$ cat config.mk
export PLATFORM = sky130hd
export DESIGN_NAME = hash_finalize_flat
export DESIGN_NICKNAME = d
export VERILOG_FILES = /design/src/rtl/sha256_pkg.sv /design/src/rtl/hash_finalize_if.sv /design/src/rtl/hash_finalize_add32.sv /design/src/rtl/hash_finalize.sv /design/src/flat_wrapper.sv
export SDC_FILE = /design/constraint.sdc
export NUM_CORES = 1
export LEC_CHECK = 0
export ABC_AREA = 1
export BUFFER_PORTS_ARGS = -buffer_cell sky130_fd_sc_hd__buf_4
export CORE_MARGIN = 3
export CORE_UTILIZATION = 35
export CTS_CLUSTER_DIAMETER = 30
export DETAILED_ROUTE_END_ITERATION = 8
export PLACE_DENSITY = 0.65
export SLEW_MARGIN = 10
export SYNTH_ARGS = -nofsm -noshare
export SYNTH_HDL_FRONTEND = slang
export SYNTH_SLANG_ARGS = --single-unit
$ cat constraint.sdc
create_clock -name clock -period 3.45 [get_ports clock]
set_input_delay 0.5175 -clock clock [delete_from_list [all_inputs] [get_ports clock]]
set_output_delay 0.5175 -clock clock [all_outputs]
set_load 0.005 [all_outputs]
$ cat src/rtl/sha256_pkg.sv
// rtl/sha256_pkg.sv - shared SHA-256 finalize constants, IV and state encoding
package sha256_pkg;

  localparam int WORD_W   = 32;
  localparam int IV_WORDS = 8;

  // Word i sits at bits [32i+31:32i]; H0 is the least significant word.
  localparam logic [IV_WORDS*WORD_W-1:0] SHA256_IV = {
    32'h5be0cd19, 32'h1f83d9ab, 32'h9b05688c, 32'h510e527f,
    32'ha54ff53a, 32'h3c6ef372, 32'hbb67ae85, 32'h6a09e667
  };

  typedef enum logic [1:0] {
    IDLE = 2'd0,
    ADD  = 2'd1,
    EMIT = 2'd2,
    DONE = 2'd3
  } state_t;

endpackage

$ cat src/rtl/hash_finalize_if.sv
// rtl/hash_finalize_if.sv - control/data bundle between compression rounds and the finalize stage
interface hash_finalize_if
  import sha256_pkg::*;
#(
  parameter int HASH_LENGTH = 8
);
  localparam int VEC_W  = HASH_LENGTH * WORD_W;
  localparam int ADDR_W = $clog2(HASH_LENGTH);

  logic              enable;
  logic              rounds_done;
  logic              new_message;
  logic [VEC_W-1:0]  working_vector;
  logic [VEC_W-1:0]  hash_vector;
  logic              hash_valid;
  logic [ADDR_W-1:0] h_address;
  logic              address_read_complete;
  logic              busy;

  modport master (
    output enable, rounds_done, new_message, working_vector,
    input  hash_vector, hash_valid, h_address, address_read_complete, busy
  );

  modport slave (
    input  enable, rounds_done, new_message, working_vector,
    output hash_vector, hash_valid, h_address, address_read_complete, busy
  );

endinterface

$ cat src/rtl/hash_finalize_add32.sv
// rtl/hash_finalize_add32.sv - combinational modulo-2^32 adder shared across digest words
module add32
  import sha256_pkg::*;
(
  input  logic [WORD_W-1:0] a,
  input  logic [WORD_W-1:0] b,
  output logic [WORD_W-1:0] sum
);

  assign sum = a + b;

endmodule

$ cat src/rtl/hash_finalize.sv
// rtl/hash_finalize.sv - adds working variables onto the base hash one word per cycle, then walks word addresses; HASH_CHAIN_EN enables multi-block chaining
module hash_finalize
  import sha256_pkg::*;
#(
  parameter int HASH_LENGTH = 8
)(
  input  logic           clock,
  input  logic           reset,
  hash_finalize_if.slave bus
);

  localparam int VEC_W  = HASH_LENGTH * WORD_W;
  localparam int ADDR_W = $clog2(HASH_LENGTH);
  localparam logic [ADDR_W-1:0] LAST = ADDR_W'(HASH_LENGTH - 1);
  localparam logic [VEC_W-1:0]  IV_VEC = VEC_W'(SHA256_IV);

  state_t            state_q;
  state_t            state_d;
  logic [ADDR_W-1:0] word_count;
  logic [ADDR_W-1:0] h_address_q;
  logic [VEC_W-1:0]  hash_q;
  logic [WORD_W-1:0] base_word;
  logic [WORD_W-1:0] work_word;
  logic [WORD_W-1:0] sum_word;

  assign work_word = bus.working_vector[int'(word_count)*WORD_W +: WORD_W];

`ifdef HASH_CHAIN_EN
  // Chained blocks add onto the previous digest held in hash_q.
  assign base_word = hash_q[int'(word_count)*WORD_W +: WORD_W];
`else
  logic unused_new_message;
  assign unused_new_message = bus.new_message;
  assign base_word = IV_VEC[int'(word_count)*WORD_W +: WORD_W];
`endif

  add32 u_add32 (
    .a   (base_word),
    .b   (work_word),
    .sum (sum_word)
  );

  always_ff @(posedge clock) begin
    if (reset) begin
      state_q <= IDLE;
    end else begin
      state_q <= state_d;
    end
  end

  always_comb begin
    state_d = state_q;
    if (!bus.enable) begin
      state_d = IDLE;
    end else begin
      unique case (state_q)
        IDLE: if (bus.rounds_done) state_d = ADD;
        ADD:  if (word_count == LAST) state_d = EMIT;
        EMIT: if (h_address_q == LAST) state_d = DONE;
        DONE: state_d = DONE;
        default: state_d = IDLE;
      endcase
    end
  end

  always_ff @(posedge clock) begin
    if (reset) begin
      hash_q      <= IV_VEC;
      word_count  <= '0;
      h_address_q <= '0;
    end else begin
      unique case (state_q)
        IDLE: begin
          word_count  <= '0;
          h_address_q <= '0;
`ifdef HASH_CHAIN_EN
          // Reloading here means a coincident rounds_done starts ADD from the IV.
          if (bus.new_message) hash_q <= IV_VEC;
`endif
        end
        ADD: begin
          if (bus.enable) begin
            hash_q[int'(word_count)*WORD_W +: WORD_W] <= sum_word;
            word_count <= (word_count == LAST) ? '0 : word_count + 1'b1;
          end
        end
        EMIT: begin
          if (bus.enable && h_address_q != LAST) h_address_q <= h_address_q + 1'b1;
        end
        DONE: begin
        end
        default: begin
        end
      endcase
      if (!bus.enable) begin
        h_address_q <= '0;
        word_count  <= '0;
      end
    end
  end

  assign bus.hash_vector           = hash_q;
  assign bus.hash_valid            = (state_q == EMIT) || (state_q == DONE);
  assign bus.h_address             = h_address_q;
  assign bus.address_read_complete = (state_q == DONE);
  assign bus.busy                  = (state_q != IDLE);

endmodule

$ cat src/flat_wrapper.sv
// flat-port wrapper written by rule: the top's interface ports become plain ports
module hash_finalize_flat import sha256_pkg::*;
#(
  parameter int HASH_LENGTH = 8
)
  (clock, reset, bus_enable, bus_rounds_done, bus_new_message, bus_working_vector, bus_hash_vector, bus_hash_valid, bus_h_address, bus_address_read_complete, bus_busy);
  hash_finalize_if #(.HASH_LENGTH(HASH_LENGTH)) bus_i ();
  input  logic clock;
  input  logic reset;
  input wire logic [$bits(bus_i.enable)-1:0] bus_enable;
  input wire logic [$bits(bus_i.rounds_done)-1:0] bus_rounds_done;
  input wire logic [$bits(bus_i.new_message)-1:0] bus_new_message;
  input wire logic [$bits(bus_i.working_vector)-1:0] bus_working_vector;
  output wire logic [$bits(bus_i.hash_vector)-1:0] bus_hash_vector;
  output wire logic [$bits(bus_i.hash_valid)-1:0] bus_hash_valid;
  output wire logic [$bits(bus_i.h_address)-1:0] bus_h_address;
  output wire logic [$bits(bus_i.address_read_complete)-1:0] bus_address_read_complete;
  output wire logic [$bits(bus_i.busy)-1:0] bus_busy;
  assign bus_i.enable = bus_enable;
  assign bus_i.rounds_done = bus_rounds_done;
  assign bus_i.new_message = bus_new_message;
  assign bus_i.working_vector = bus_working_vector;
  assign bus_hash_vector = bus_i.hash_vector;
  assign bus_hash_valid = bus_i.hash_valid;
  assign bus_h_address = bus_i.h_address;
  assign bus_address_read_complete = bus_i.address_read_complete;
  assign bus_busy = bus_i.busy;
  hash_finalize #(.HASH_LENGTH(HASH_LENGTH)) u_core (.clock(clock), .reset(reset), .bus(bus_i));
endmodule
==> impl_metrics.yaml <==
synthesis:
  synth_seq_area_share_pct: 38.4
  syn_nets: 2272
  synthXorXnorAreaFrac_pct: 1.50
  synth_top_family_by_area: "compound AO/OA/AOI/OAI gates"
  yosysWarnings: 0
  synth_compound_area_share_pct: 25.1
  ys_types: 45
  synth-seq-cells: 264
  avgSynthCellArea_um2: 6.99
  syn-cell-area_mm2: 0.0138
  synth_cells: 1967
  muxShareOfSynthArea_pct: 0
  synth-simple-area-share_pct: 23.2
  synth_fa_ha_area_share_pct: 4.06
global_route:
  overflow: 0
  grtUsageTotal_pct: 30.0
  antenna_found_initial: 2
  grt_pass1_wl_mm: 96.1
  grt_pass1_vias: 15800
  grt_max_degree: 145
floorplan:
  rows: 71
  start_util_pct: 36.0
  die_h_um: 204
  dieArea_mm2: 0.0417
  pin_count: 523
  die_w_um: 204
  core_area_mm2: 0.0382
setup_path:
  arrival_ns: 3.85
  regToRegEndpoint: "u_core.bus.hash_vector[183]"
  reg2reg_depth: 20
  r2r_slack_ns: 0.09
  crit_end: "u_core.bus.hash_vector[183]"
  worstSetupStartpoint: "u_core.word_count[0]"
  criticalPathCategory: "register to register"
  crit_required_ns: 3.94
  endpoint_kind: "register"
  cp-start-kind: "register"
  crit_fanout: 22
  r2r_start: "u_core.word_count[0]"
power:
  p_per_area_mw_per_mm2: 407
  ir_worst_vdd_mv: 0.356
  p_leak_nw: 9.77
placed_design:
  place_area_mm2: 0.0192
  place.detailed.hpwl_mm: 50.2
  place_ws_ns: -0.552
  io_buffers: 521
  gp_congestion: 0.935
layout:
  final_nets: 2895
  drive_above_1_share_pct: 40.5
  finish.instance_area_mm2: 0.0224
  mostFrequentLayoutCell: "buf_4"
  multi_input_area_mm2: 0.00862
  syn2layout_area_growth_pct: 62.6
  seqCellArea_mm2: 0.00529
  fillers: 3567
  layout_common_cells: "buf_4 (685), nand2_1 (317), dfxtp_1 (261)"
outcome:
  status: "completed"
clocking:
  cts_buffer_depth: 3
  htreeDepth: 2
  cts_sinks: 264
  holdBufCountCts: 0
  cts_tree: "built"
  cts_buffers: 49
  clk_pin_slew_ns: 0.05
  clk_latency_ns: 0.56
  root_buffer: "clkbuf_16"
detailed_routing:
  vias_per_cell: 5.32
  first_pass_iters: 5
  ant_nets: 0
  wl_per_cell_um: 21.4
  drt-total-wl_mm: 67.4
  drc: 0
  drtIter0Drc: 1308
  num_vias: 16700
timing:
  fin_crit_sh_pct: 97.4
  fin_ws_ns: 0.0880
  min_period_ns: 3.36
  slew-limit-headroom_pct: 29.9
  max_freq_ghz: 0.297
  finalSetupViolCount: 0
  worst_pin_slew_ns: 1.05
  skew_ns: 0.0118
  rsz0062_at_grt: "true"
  finalHoldViolCount: 0
  tns_ns: 0
  timing.final.max_slew_violations: 0
job:
  maxCapViolCount: 0
worst_hold_path:
  hold_class: "input pin to register"
-- sequential cells by signal (all words and copies together) (netlist names) --
signal	cells
u_core.bus.h_address	3
u_core.bus.hash_vector	256
u_core.state_q	2
u_core.word_count	3
-- Yosys cell counts (all sizes together) --
cell type,instances,area (um^2)
nor3,27,160
clkbuf,81,305
o31ai,1,7.51
a211oi,6,45.0
xor2,16,163
dfxtp,264,5290
nor4,1,21.3
nand3b,1,7.51
o2111ai,1,8.76
xnor2,5,43.8
ha,43,538
and2,2,12.5
a31oi,7,43.8
o211ai,7,52.6
and3,1,6.26
a221oi,50,438
nand4,23,144
nor2,241,950
a2111oi,1,8.76
buf,62,272
nand3,82,430
inv,126,475
a22oi,31,233
o21ai,251,1270
o21bai,6,48.8
fa,1,20.0
nand2,374,1460
o21a,1,7.51
a21oi,255,1290
-- logic make-up (layout without fill, tap and decap cells) --
family | Yosys count | count (layout)
simple gates | 752 | 752
buf+inv | 269 | 933
flops | 264 | 264
other cells | 0 | 2
fa+ha+maj | 44 | 44
compound gates | 617 | 617
xor+xnor | 21 | 21
-- critical path, stage by stage, from the launching register on --
cell       delay (ns)
dfxtp_4          0.40
inv_4            0.06
buf_12           0.14
bufbuf_16        0.29
o21ai_0          0.20
a22oi_1          0.13
buf_4            0.18
ha_4             0.27
nand2_2          0.07
nor2_2           0.12
and2_1           0.17
nand3b_1         0.11
nand3_2          0.14
nand2_1          0.08
nand2_2          0.11
xor2_2           0.16
buf_6            0.16
nand2_2          0.08
nor2_4           0.16
nand2_2          0.10
a21oi_2          0.14
-- worst min path at each step --
stage                           startpoint                           to  slack (ns)  cells past startpoint
6_report                        bus_enable      u_core.bus.h_address[1]        0.27                      3
5_1_grt                         bus_enable      u_core.bus.h_address[1]        0.27                      3
4_1_cts                         bus_enable      u_core.bus.h_address[2]        0.26                      3
3_5_place_dp    u_core.bus.hash_vector[34]   u_core.bus.hash_vector[34]        0.45                      2
3_3_place_gp    u_core.bus.hash_vector[34]   u_core.bus.hash_vector[34]        0.45                      2
2_1_floorplan  u_core.bus.hash_vector[162]  u_core.bus.hash_vector[162]        0.45                      2
-- repair_timing --
item | in CTS | in global routing
buffers inserted | 3 | 15
gates resized for setup | 47 | 230
pin swaps | 8 | 72
endpoints found under the setup margin | 108 | 174
cloned | 2 | 4
-- power breakdown --
part | internal, mW | switching (mW)
clock | 2.94 | 1.75
combinational | 0.625 | 0.708
sequential | 3.07 | 0.0111
total | 6.63 | 2.47
-- through the flow --
stage | hold slack, ns | utilization [%] | std cells | power, mW
after floorplan | 0.453 | - | 1967 | 3.59
after global placement | 0.448 | 50.2 | 3029 | 4.24
after detailed placement | 0.452 | 50.2 | 3029 | 4.25
after CTS | 0.260 | 55.2 | 3126 | 8.97
after global routing | 0.271 | 58.5 | 3143 | 9.40
final | 0.273 | 58.5 | 3144 | 9.10
-- per-layer routing --
metal / routed length, um / part of all wire (%) / track usage, %
met1: 29300 / 43 / 41.9
met2: 30100 / 45 / 46.1
met3: 5740 / 8.5 / 6.64
met4: 2280 / 3.4 / 9.88
met5: 0 / 0 / 0
-- final cells by class --
type	count	area share [%]
multi-input combinational	1434	38.6
timing repair buffer	715	25.3
sequential	264	23.7
clock buffer	62	6.11
tap	511	2.86
inverter	126	2.21
clock inverter	30	1.25
antenna	2	0.0224
Note: power is estimated with default switching activity, not from simulation.
